File: src/rtl/uart_pkg.sv
`default_nettype none
// ============================================================================
// Module      : uart_pkg
// Description : Shared baud codes, divider constants, frame length and FSM
//               state type for the byte-wide UART transmitter.
// Revision    : 1.0 - initial release
// ============================================================================
package uart_pkg;

    typedef enum logic [2:0] {
        BAUD_9600   = 3'd0,
        BAUD_19200  = 3'd1,
        BAUD_38400  = 3'd2,
        BAUD_57600  = 3'd3,
        BAUD_115200 = 3'd4
    } baud_e;

    localparam int C_DIV_W = 13;

    localparam logic [C_DIV_W-1:0] C_DIV_9600   = 13'd5208;
    localparam logic [C_DIV_W-1:0] C_DIV_19200  = 13'd2604;
    localparam logic [C_DIV_W-1:0] C_DIV_38400  = 13'd1302;
    localparam logic [C_DIV_W-1:0] C_DIV_57600  = 13'd868;
    localparam logic [C_DIV_W-1:0] C_DIV_115200 = 13'd434;

    localparam int C_FRAME_BITS = 10;
    localparam int C_BIT_CNT_W  = $clog2(C_FRAME_BITS);

    typedef enum logic [1:0] {
        ST_IDLE       = 2'd0,
        ST_GUARD_WAIT = 2'd1,
        ST_SHIFT      = 2'd2
    } tx_state_e;

    // Codes 5..7 fall through to the fastest rate.
    function automatic logic [C_DIV_W-1:0] baud_div(input int unsigned clk_freq,
                                                     input logic [2:0]  code);
        logic        at_ref;
        logic [C_DIV_W-1:0] div;
        at_ref = (clk_freq == 32'd50_000_000);
        case (code)
            BAUD_9600:  div = at_ref ? C_DIV_9600  : C_DIV_W'(clk_freq / 32'd9600);
            BAUD_19200: div = at_ref ? C_DIV_19200 : C_DIV_W'(clk_freq / 32'd19200);
            BAUD_38400: div = at_ref ? C_DIV_38400 : C_DIV_W'(clk_freq / 32'd38400);
            BAUD_57600: div = at_ref ? C_DIV_57600 : C_DIV_W'(clk_freq / 32'd57600);
            default:    div = at_ref ? C_DIV_115200 : C_DIV_W'(clk_freq / 32'd115200);
        endcase
        return div;
    endfunction

endpackage
`default_nettype wire

File: src/rtl/uart_byte_tx_if.sv
`default_nettype none
// ============================================================================
// Module      : uart_byte_tx_if
// Description : Request/data/serial-line bundle between a byte source and
//               the UART transmitter.
// Revision    : 1.0 - initial release
// ============================================================================
interface uart_byte_tx_if;
    logic       send_en;
    logic [7:0] data_byte;
    logic [2:0] baud_set;
    logic       uart_tx;
    logic       tx_done;
    logic       uart_state;

    modport master (
        output send_en, data_byte, baud_set,
        input  uart_tx, tx_done, uart_state
    );

    modport slave (
        input  send_en, data_byte, baud_set,
        output uart_tx, tx_done, uart_state
    );
endinterface
`default_nettype wire

File: src/rtl/uart_baud_div.sv
`default_nettype none
// ============================================================================
// Module      : uart_baud_div
// Description : Bit-period counter; strobes o_bit_tick on the last clock of
//               each bit while enabled, and holds at zero otherwise.
// Revision    : 1.0 - initial release
// ============================================================================
module uart_baud_div
    import uart_pkg::*;
(
    input  logic               clk,
    input  logic               reset,
    input  logic               i_en,
    input  logic [C_DIV_W-1:0] i_div,
    output logic               o_bit_tick
);

    logic [C_DIV_W-1:0] cnt_q, cnt_d;

    assign o_bit_tick = i_en && (cnt_q == (i_div - 1'b1));

    always_comb begin
        cnt_d = '0;
        if (i_en) begin
            cnt_d = o_bit_tick ? '0 : cnt_q + 1'b1;
        end
    end

    always_ff @(posedge clk or posedge reset) begin
        if (reset) begin
            cnt_q <= '0;
        end else begin
            cnt_q <= cnt_d;
        end
    end

endmodule
`default_nettype wire

File: src/rtl/uart_byte_tx.sv
`default_nettype none
// ============================================================================
// Module      : uart_byte_tx
// Description : 8N1 UART byte transmitter with latched rate select and a
//               guard gap between frames for the upstream RAM read.
// Revision    : 1.0 - initial release
// ============================================================================
module uart_byte_tx
    import uart_pkg::*;
#(
    parameter int unsigned CLK_FREQ = 50_000_000,
    parameter int unsigned GUARD    = 3
) (
    input  logic          clk,
    input  logic          reset,
    uart_byte_tx_if.slave tx_if
);

    // The tick edge that raises tx_done already counts as the first guard clock.
    localparam int C_GUARD_W = (GUARD > 2) ? $clog2(GUARD) : 1;
    localparam logic [C_GUARD_W-1:0] C_GUARD_LAST =
        C_GUARD_W'((GUARD > 2) ? GUARD - 2 : 0);
    localparam bit C_SKIP_GUARD = (GUARD < 2);
    localparam logic [C_BIT_CNT_W-1:0] C_LAST_BIT = C_BIT_CNT_W'(C_FRAME_BITS - 1);

    tx_state_e                 state_q, state_d;
    logic [C_DIV_W-1:0]        div_q, div_d;
    logic [C_FRAME_BITS-1:0]   shreg_q, shreg_d;
    logic [C_BIT_CNT_W-1:0]    bit_cnt_q, bit_cnt_d;
    logic [C_GUARD_W-1:0]      guard_q, guard_d;
    logic                      uart_tx_q, uart_tx_d;
    logic                      tx_done_q, tx_done_d;
    logic                      busy_q, busy_d;
    logic                      w_shift;
    logic                      w_bit_tick;

    assign w_shift = (state_q == ST_SHIFT);

    uart_baud_div u_baud_div (
        .clk        (clk),
        .reset      (reset),
        .i_en       (w_shift),
        .i_div      (div_q),
        .o_bit_tick (w_bit_tick)
    );

    always_comb begin
        state_d   = state_q;
        div_d     = div_q;
        shreg_d   = shreg_q;
        bit_cnt_d = bit_cnt_q;
        guard_d   = guard_q;
        uart_tx_d = 1'b1;
        tx_done_d = 1'b0;
        busy_d    = 1'b0;
        case (state_q)
            ST_IDLE: begin
                if (tx_if.send_en) begin
                    state_d   = ST_SHIFT;
                    div_d     = baud_div(CLK_FREQ, tx_if.baud_set);
                    shreg_d   = {1'b1, tx_if.data_byte, 1'b0};
                    bit_cnt_d = '0;
                end
            end
            ST_SHIFT: begin
                // Output lags the shifter by one clock so bit k starts at N+1+k*DIV.
                uart_tx_d = shreg_q[0];
                busy_d    = 1'b1;
                if (w_bit_tick) begin
                    shreg_d = {1'b1, shreg_q[C_FRAME_BITS-1:1]};
                    if (bit_cnt_q == C_LAST_BIT) begin
                        tx_done_d = 1'b1;
                        bit_cnt_d = '0;
                        guard_d   = '0;
                        state_d   = C_SKIP_GUARD ? ST_IDLE : ST_GUARD_WAIT;
                    end else begin
                        bit_cnt_d = bit_cnt_q + 1'b1;
                    end
                end
            end
            ST_GUARD_WAIT: begin
                if (guard_q == C_GUARD_LAST) begin
                    state_d = ST_IDLE;
                end else begin
                    guard_d = guard_q + 1'b1;
                end
            end
            default: state_d = ST_IDLE;
        endcase
    end

    always_ff @(posedge clk or posedge reset) begin
        if (reset) begin
            state_q   <= ST_IDLE;
            div_q     <= '0;
            shreg_q   <= '0;
            bit_cnt_q <= '0;
            guard_q   <= '0;
            uart_tx_q <= 1'b1;
            tx_done_q <= 1'b0;
            busy_q    <= 1'b0;
        end else begin
            state_q   <= state_d;
            div_q     <= div_d;
            shreg_q   <= shreg_d;
            bit_cnt_q <= bit_cnt_d;
            guard_q   <= guard_d;
            uart_tx_q <= uart_tx_d;
            tx_done_q <= tx_done_d;
            busy_q    <= busy_d;
        end
    end

    assign tx_if.uart_tx    = uart_tx_q;
    assign tx_if.tx_done    = tx_done_q;
    assign tx_if.uart_state = busy_q;

endmodule
`default_nettype wire

File: src/flat_wrapper.sv
// flat-port wrapper written by rule: the top's interface ports become plain ports
module uart_byte_tx_flat import uart_pkg::*;
#(
    parameter int unsigned CLK_FREQ = 50_000_000,
    parameter int unsigned GUARD    = 3
)
  (clk, reset, tx_if_send_en, tx_if_data_byte, tx_if_baud_set, tx_if_uart_tx, tx_if_tx_done, tx_if_uart_state);
  uart_byte_tx_if tx_if_i ();
  input  logic clk;
  input  logic reset;
  input wire logic [$bits(tx_if_i.send_en)-1:0] tx_if_send_en;
  input wire logic [$bits(tx_if_i.data_byte)-1:0] tx_if_data_byte;
  input wire logic [$bits(tx_if_i.baud_set)-1:0] tx_if_baud_set;
  output wire logic [$bits(tx_if_i.uart_tx)-1:0] tx_if_uart_tx;
  output wire logic [$bits(tx_if_i.tx_done)-1:0] tx_if_tx_done;
  output wire logic [$bits(tx_if_i.uart_state)-1:0] tx_if_uart_state;
  assign tx_if_i.send_en = tx_if_send_en;
  assign tx_if_i.data_byte = tx_if_data_byte;
  assign tx_if_i.baud_set = tx_if_baud_set;
  assign tx_if_uart_tx = tx_if_i.uart_tx;
  assign tx_if_tx_done = tx_if_i.tx_done;
  assign tx_if_uart_state = tx_if_i.uart_state;
  uart_byte_tx #(.CLK_FREQ(CLK_FREQ), .GUARD(GUARD)) u_core (.clk(clk), .reset(reset), .tx_if(tx_if_i));
endmodule
File: config.mk
export PLATFORM = sky130hd
export DESIGN_NAME = uart_byte_tx_flat
export DESIGN_NICKNAME = d
export VERILOG_FILES = /design/src/rtl/uart_pkg.sv /design/src/rtl/uart_byte_tx_if.sv /design/src/rtl/uart_baud_div.sv /design/src/rtl/uart_byte_tx.sv /design/src/flat_wrapper.sv
export SDC_FILE = /design/constraint.sdc
export NUM_CORES = 1
export LEC_CHECK = 0
export ABC_CLOCK_PERIOD_IN_PS = 2800
export CORE_MARGIN = 2
export CORE_UTILIZATION = 40
export CTS_CLUSTER_SIZE = 8
export DETAILED_ROUTE_END_ITERATION = 12
export SLEW_MARGIN = 0
export SYNTH_ARGS = -nofsm -noshare
export SYNTH_HDL_FRONTEND = slang
export SYNTH_SLANG_ARGS = --single-unit
File: constraint.sdc
create_clock -name clk -period 2.8 [get_ports clk]
set_clock_uncertainty 0.2 [all_clocks]
set_input_delay 0.28 -clock clk [delete_from_list [all_inputs] [get_ports clk]]
set_output_delay 0.28 -clock clk [all_outputs]
set_load 0.005 [all_outputs]
==> Word-level counts from Yosys, hierarchy flattened <==
Index checks and enable logic that the tools add are counted.
{ "totals": {"wordCells": 59, "regBits": 47, "input_bits": 14} }
{ "classes": {"n_reduce_logical": 9, "eq_ne": 13, "muxes": 24, "n_addsub": 4} }
{ "op_table": {"columns": ["operator", "count"], "rows": [
  ["one-hot mux 13 bit (4 select lines)", 1],
  ["2-to-1 mux 13 bit", 2],
  ["2-to-1 mux 10 bit", 2],
  ["one-hot mux 10 bit (2 select lines)", 1],
  ["2-to-1 mux 2 bit", 7],
  ["adder 13 x 1 -> 13 bit, second input constant", 1],
  ["== test 13 bit", 1],
  ["subtractor 13 x 1 -> 13 bit, second input constant", 1],
  ["2-to-1 mux 4 bit", 3],
  ["one-hot mux 4 bit (2 select lines)", 1],
  ["AND reduction 4 bit", 2],
  ["== test 3 x 2 -> 1 bit, second input constant", 2],
  ["inequality test 2 x 1 -> 1 bit, second input constant", 3],
  ["one-hot mux 2 bit (3 select lines)", 1],
  ["2-to-1 mux 1 bit", 5],
  ["adder 4 x 1 -> 4 bit, second input constant", 1],
  ["== test 2 x 1 -> 1 bit, second input constant", 2],
  ["== test 4 bit, second input constant", 1],
  ["inequality test 2 bit, second input constant", 2],
  ["one-hot mux 2 bit (2 select lines)", 1],
  ["nonzero test 2 bit", 2],
  ["== test 3 x 1 -> 1 bit, second input constant", 1],
  ["logical NOT 3 bit", 1],
  ["AND reduction 3 bit", 1],
  ["other kinds (5)", 5]
]} }

==> Depth between registers and ports, before layout <==
{ "logic_depth": {"ltp_word": 5, "mapped_depth": 11, "mapped_depth_nobuf": 9} }

==> Hierarchy <==
From an unflattened synthesis, not the netlist that was laid out.
{ "hier_totals": {"cells_unflattened": 256, "hier_area_um2": 2592.5} }
{ "modules_own_cells": {"columns": ["mod", "seq_area_each_um2", "instances", "area_per_inst_um2", "cells_each"], "rows": [
  ["uart_byte_tx", 827.0, 1, 1531.5, 137],
  ["uart_baud_div", 325.3, 1, 1061.0, 119]
]} }

==> Worst setup path after synthesis <==
OpenSTA, ideal clock, no wires.
{ "synth_path": {"kind": "register -> register", "from": "register u_core.div_q[1]", "to": "register u_core.bit_cnt_q[3]", "slack_ps": 67, "n_path_buf": 1, "t_arrival_ps": 2407, "stages_incl_launch_ff": 11, "setup_time_ps": 126, "required_ps": 2474, "synth_period_minus_slack_ps": 2733, "path_cell_list": "dfrtp_1 -> inv_1 -> ha_1 -> buf_2 -> nand2b_1 -> o211a_1 -> o31ai_1 -> nand4_1 -> nor4_4 -> nor2_4 -> a221o_1"} }
{ "synth_between": {"elab_chain_len": 5} }
{ "synth_rtl": {"columns": ["element", "line_no", "rtl"], "rows": [
  ["start, declared", "uart_byte_tx.sv:27", "logic [C_DIV_W-1:0] div_q, div_d;"],
  ["start signal, assigned", "uart_byte_tx.sv:104", "div_q <= div_d;"],
  ["subtractor 13 x 1 -> 13 bit", "uart_baud_div.sv:20", "assign o_bit_tick = i_en && (cnt_q == (i_div - 1'b1));"],
  ["== test 13 bit", "uart_baud_div.sv:20", null],
  ["logical AND 1 bit", "uart_baud_div.sv:20", null],
  ["inequality test 2 x 1 -> 1 bit (no line)", null, null],
  ["AND reduction 3 bit (no line)", null, null],
  ["end signal, assigned", "uart_byte_tx.sv:106", "bit_cnt_q <= bit_cnt_d;"],
  ["end, declared", "uart_byte_tx.sv:29", "logic [C_BIT_CNT_W-1:0] bit_cnt_q, bit_cnt_d;"]
]} }
No other way between the ends.
A chain may end at the register's enable or synchronous reset.

==> Worst setup path after layout <==
{ "layout_path": {"from": "register u_core.div_q[4]", "to": "register u_core.bit_cnt_q[2]"} }
Same word-level chain as after synthesis.

==> flow_summary.ini <==
[yosys]
synth-edff-count = 0
synthArstFlopShare_pct = 100
synth.distinct_cells = 53
ys.flop_type = dfrtp_1
synth_seq_cells = 46
synth_fp_nets = 288
ys_warn_count = 0
netlist_area_mm2 = 0.00258
synth.avg_cell_area_um2 = 9.61
ys_seq_area_share_pct = 44.6
synth_cells = 269

[floorplan]
row_count = 29
initial_utilization_pct = 40.9
dieArea_mm2 = 0.00712
die_width_um = 84.4
ioPinCount = 17
fp.dieH_um = 84.4
core_area_mm2 = 0.00631

[routing]
wirelength_mm = 5.48
drt_iter0_drc = 133
wl_per_cell_um = 14.6
dr.pass1.iters = 4
viasPerCell = 5.27
ant_nets = 0
via_count = 1982
drc = 0

[power_and_ir_drop]
p_seq_share_pct = 45.4
swShare_pct = 32.5
internal_power_mw = 1.37
max-vdd-ir-drop_mv = 0.280
combPwrFrac_pct = 29.7
power.switching_uw = 658
pwr-share-clk_pct = 24.9
powerDensity_mw_per_mm2 = 658
p_leak_nw = 1.42

[placement]
io_buffers = 16
place_congestion = 0.801
dp_cells = 364
dpl.hpwl_mm = 3.87

[timing]
relSlewSlack_pct = 68.2
max_freq_mhz = 375
grt_setup_unrepaired = no
hold_viol = 0
min_period_ns = 2.67
setup_viol = 0
timing.hold.ws_ns = 0.116
worstMarginPinSlew_ns = 0.476
setup_tns_ns = 0
finalMaxSlewViolations = 0
period_share_pct = 95.2

[worst_setup_path]
r2r-start = u_core.div_q[4]
crit_fanout = 9
cp-end-kind = register
reg2reg_setup_slack_ns = 0.13
setup.worst_path.start_class = register
critPathKind = register to register
crit_arrival_ns = 2.67
rr_endpoint = u_core.bit_cnt_q[2]
cp.required_ns = 2.80
r2r_cells = 9

[final_layout]
area_growth_pct = 19.2
final_cells = 376
drive_gt1_share_pct = 13.4
mostFrequentLayoutCells = dfrtp_1 (44), nand2_1 (43), nor2_1 (27)
nets = 317
final_common_cell = dfrtp_1
nFillCells = 624
final_core_util_pct = 48.8
antenna_cells = 0

[clocking]
cts.sinks = 46
h-tree-depth = 2
clk_pin_slew_ns = 0.09
clockRootBuffer = clkbuf_8
cts_buffers = 5
cts-hold-fix-buffers = 0
cts_tree = built
cts_max_path_buffers = 2
clock_latency_ns = 0.31

[grt]
grt_pass1_vias = 1904
grt_busiest_layer = met2
grt.met3_usage_pct = 3.54
grt-ovfl-total = 0
grt_first_pass_wirelength_mm = 9.23
gr-usage-met2_pct = 25.7
met1_usage_pct = 22.9
grtUsageTotal_pct = 16.3
grt_antenna_before_repair = 0
grt_max_degree = 47

[worst_hold_path]
hp-class = input port to asynchronous set/reset pin

[status]
outcome = complete, no violations

[run]
maxCapViolations = 0
[critical path: stages, from the launching register on]
cell and delay [ns]:
dfrtp_2 0.47, nor4_4 0.40, and3b_2 0.30, xnor3_1 0.17
nand3_1 0.16, nor4_4 0.26, buf_6 0.16, buf_4 0.17
o22ai_1 0.09, a21o_1 0.18
[power groups by stage]
| stage | sequential [mW] | combinational, mW | clock [mW] |
|---|---|---|---|
| 2_1_floorplan | 0.911 | 0.435 | 0 |
| 3_3_place_gp | 0.930 | 0.578 | 0 |
| 3_5_place_dp | 0.935 | 0.588 | 0 |
| 4_1_cts | 0.920 | 0.593 | 0.520 |
| 5_1_grt | 0.943 | 0.685 | 0.547 |
| 6_report | 0.920 | 0.603 | 0.505 |
[layout make-up]
class                      instances  area, um^2  area share [%]
clock buffer                       5        68.8            2.23
multi-input combinational        204        1380            44.9
sequential                        46        1150            37.4
clock inverter                     3        43.8            1.42
timing repair buffer              33         304            9.87
inverter                           8        30.0           0.975
tap                               77        96.3            3.13
[through the flow]
| stage | total power [mW] | setup WS, ns | area, um^2 |
|---|---|---|---|
| global route | 2.17 | 0.00168 | 3080 |
| finish | 2.03 | 0.133 | 3080 |
| floorplan | 1.35 | 0.0666 | 2580 |
| global placement | 1.51 | 0.115 | 2900 |
| detailed placement | 1.52 | 0.101 | 2900 |
| CTS | 2.03 | 0.0863 | 3020 |
[Yosys cell counts, types with 2 or more instances]
cell | n | area [um^2]
clkbuf_1 | 6 | 22.5
mux2i_1 | 2 | 20.0
and3_1 | 6 | 37.5
and2_1 | 2 | 12.5
xnor2_1 | 14 | 123
o211a_1 | 2 | 20.0
nand2_1 | 43 | 161
o31ai_1 | 3 | 22.5
a31oi_1 | 2 | 12.5
mux2_1 | 8 | 90.1
nor4_4 | 2 | 42.5
nand4_1 | 4 | 25.0
nand3b_1 | 4 | 30.0
o41ai_1 | 2 | 17.5
and3b_1 | 2 | 17.5
a21o_1 | 2 | 15.0
nand3_1 | 12 | 60.1
nor2b_1 | 2 | 12.5
nand2b_1 | 5 | 31.3
or3_1 | 4 | 25.0
buf_2 | 4 | 20.0
nor3_1 | 6 | 30.0
xor2_1 | 14 | 123
a21oi_1 | 4 | 20.0
nor2_1 | 28 | 105
ha_1 | 5 | 62.6
inv_1 | 7 | 26.3
dfrtp_1 | 45 | 1130
nor3b_1 | 2 | 15.0
o21a_1 | 3 | 22.5
a211oi_1 | 2 | 15.0
[cell families (layout without fill, tap and decap cells)]
group / Yosys count / in the layout / synth area share, %
AO/OA/AOI/OAI: 31 / 31 / 9.44
XOR/XNOR: 29 / 29 / 10.4
adder cells (fa/ha/maj): 5 / 5 / 2.42
buffers and inverters: 20 / 49 / 3.29
flip-flops: 46 / 46 / 44.6
multiplexers: 11 / 11 / 4.70
AND/OR/NAND/NOR: 127 / 128 / 25.2
[registers in the layout, indices dropped and copies added, names as in the netlist]
signal	cells
u_core.u_baud_div.cnt_q	13
u_core.div_q	12
u_core.shreg_q	10
u_core.bit_cnt_q	4
u_core.guard_q	2
u_core.state_q	2
u_core.tx_if.tx_done	1
u_core.tx_if.uart_state	1
u_core.tx_if.uart_tx	1
[how the worst max path moves through the flow]
stage          cells after the start                   to             from  slack (ns)
2_1_floorplan                     10  u_core.bit_cnt_q[3]  u_core.div_q[1]        0.07
6_report                           9  u_core.bit_cnt_q[2]  u_core.div_q[4]        0.13
3_3_place_gp                       7    u_core.shreg_q[6]  u_core.div_q[4]        0.12
4_1_cts                            7    u_core.shreg_q[2]  u_core.div_q[4]        0.09
3_5_place_dp                       7    u_core.shreg_q[2]  u_core.div_q[4]        0.10
5_1_grt                            9  u_core.bit_cnt_q[2]  u_core.div_q[4]       0.002
[routing by layer]
metal,vias up,wire [um]
met4,0,88
met3,8,133
met2,22,2550
met1,969,2710
met5,-,0
li1,983,-
[what timing repair did]
action | in CTS | in global routing
setup endpoints to repair | 0 | 22
setup buffers | 0 | 3
resized for setup | 0 | 9
Power figures use the tool's default switching activity.
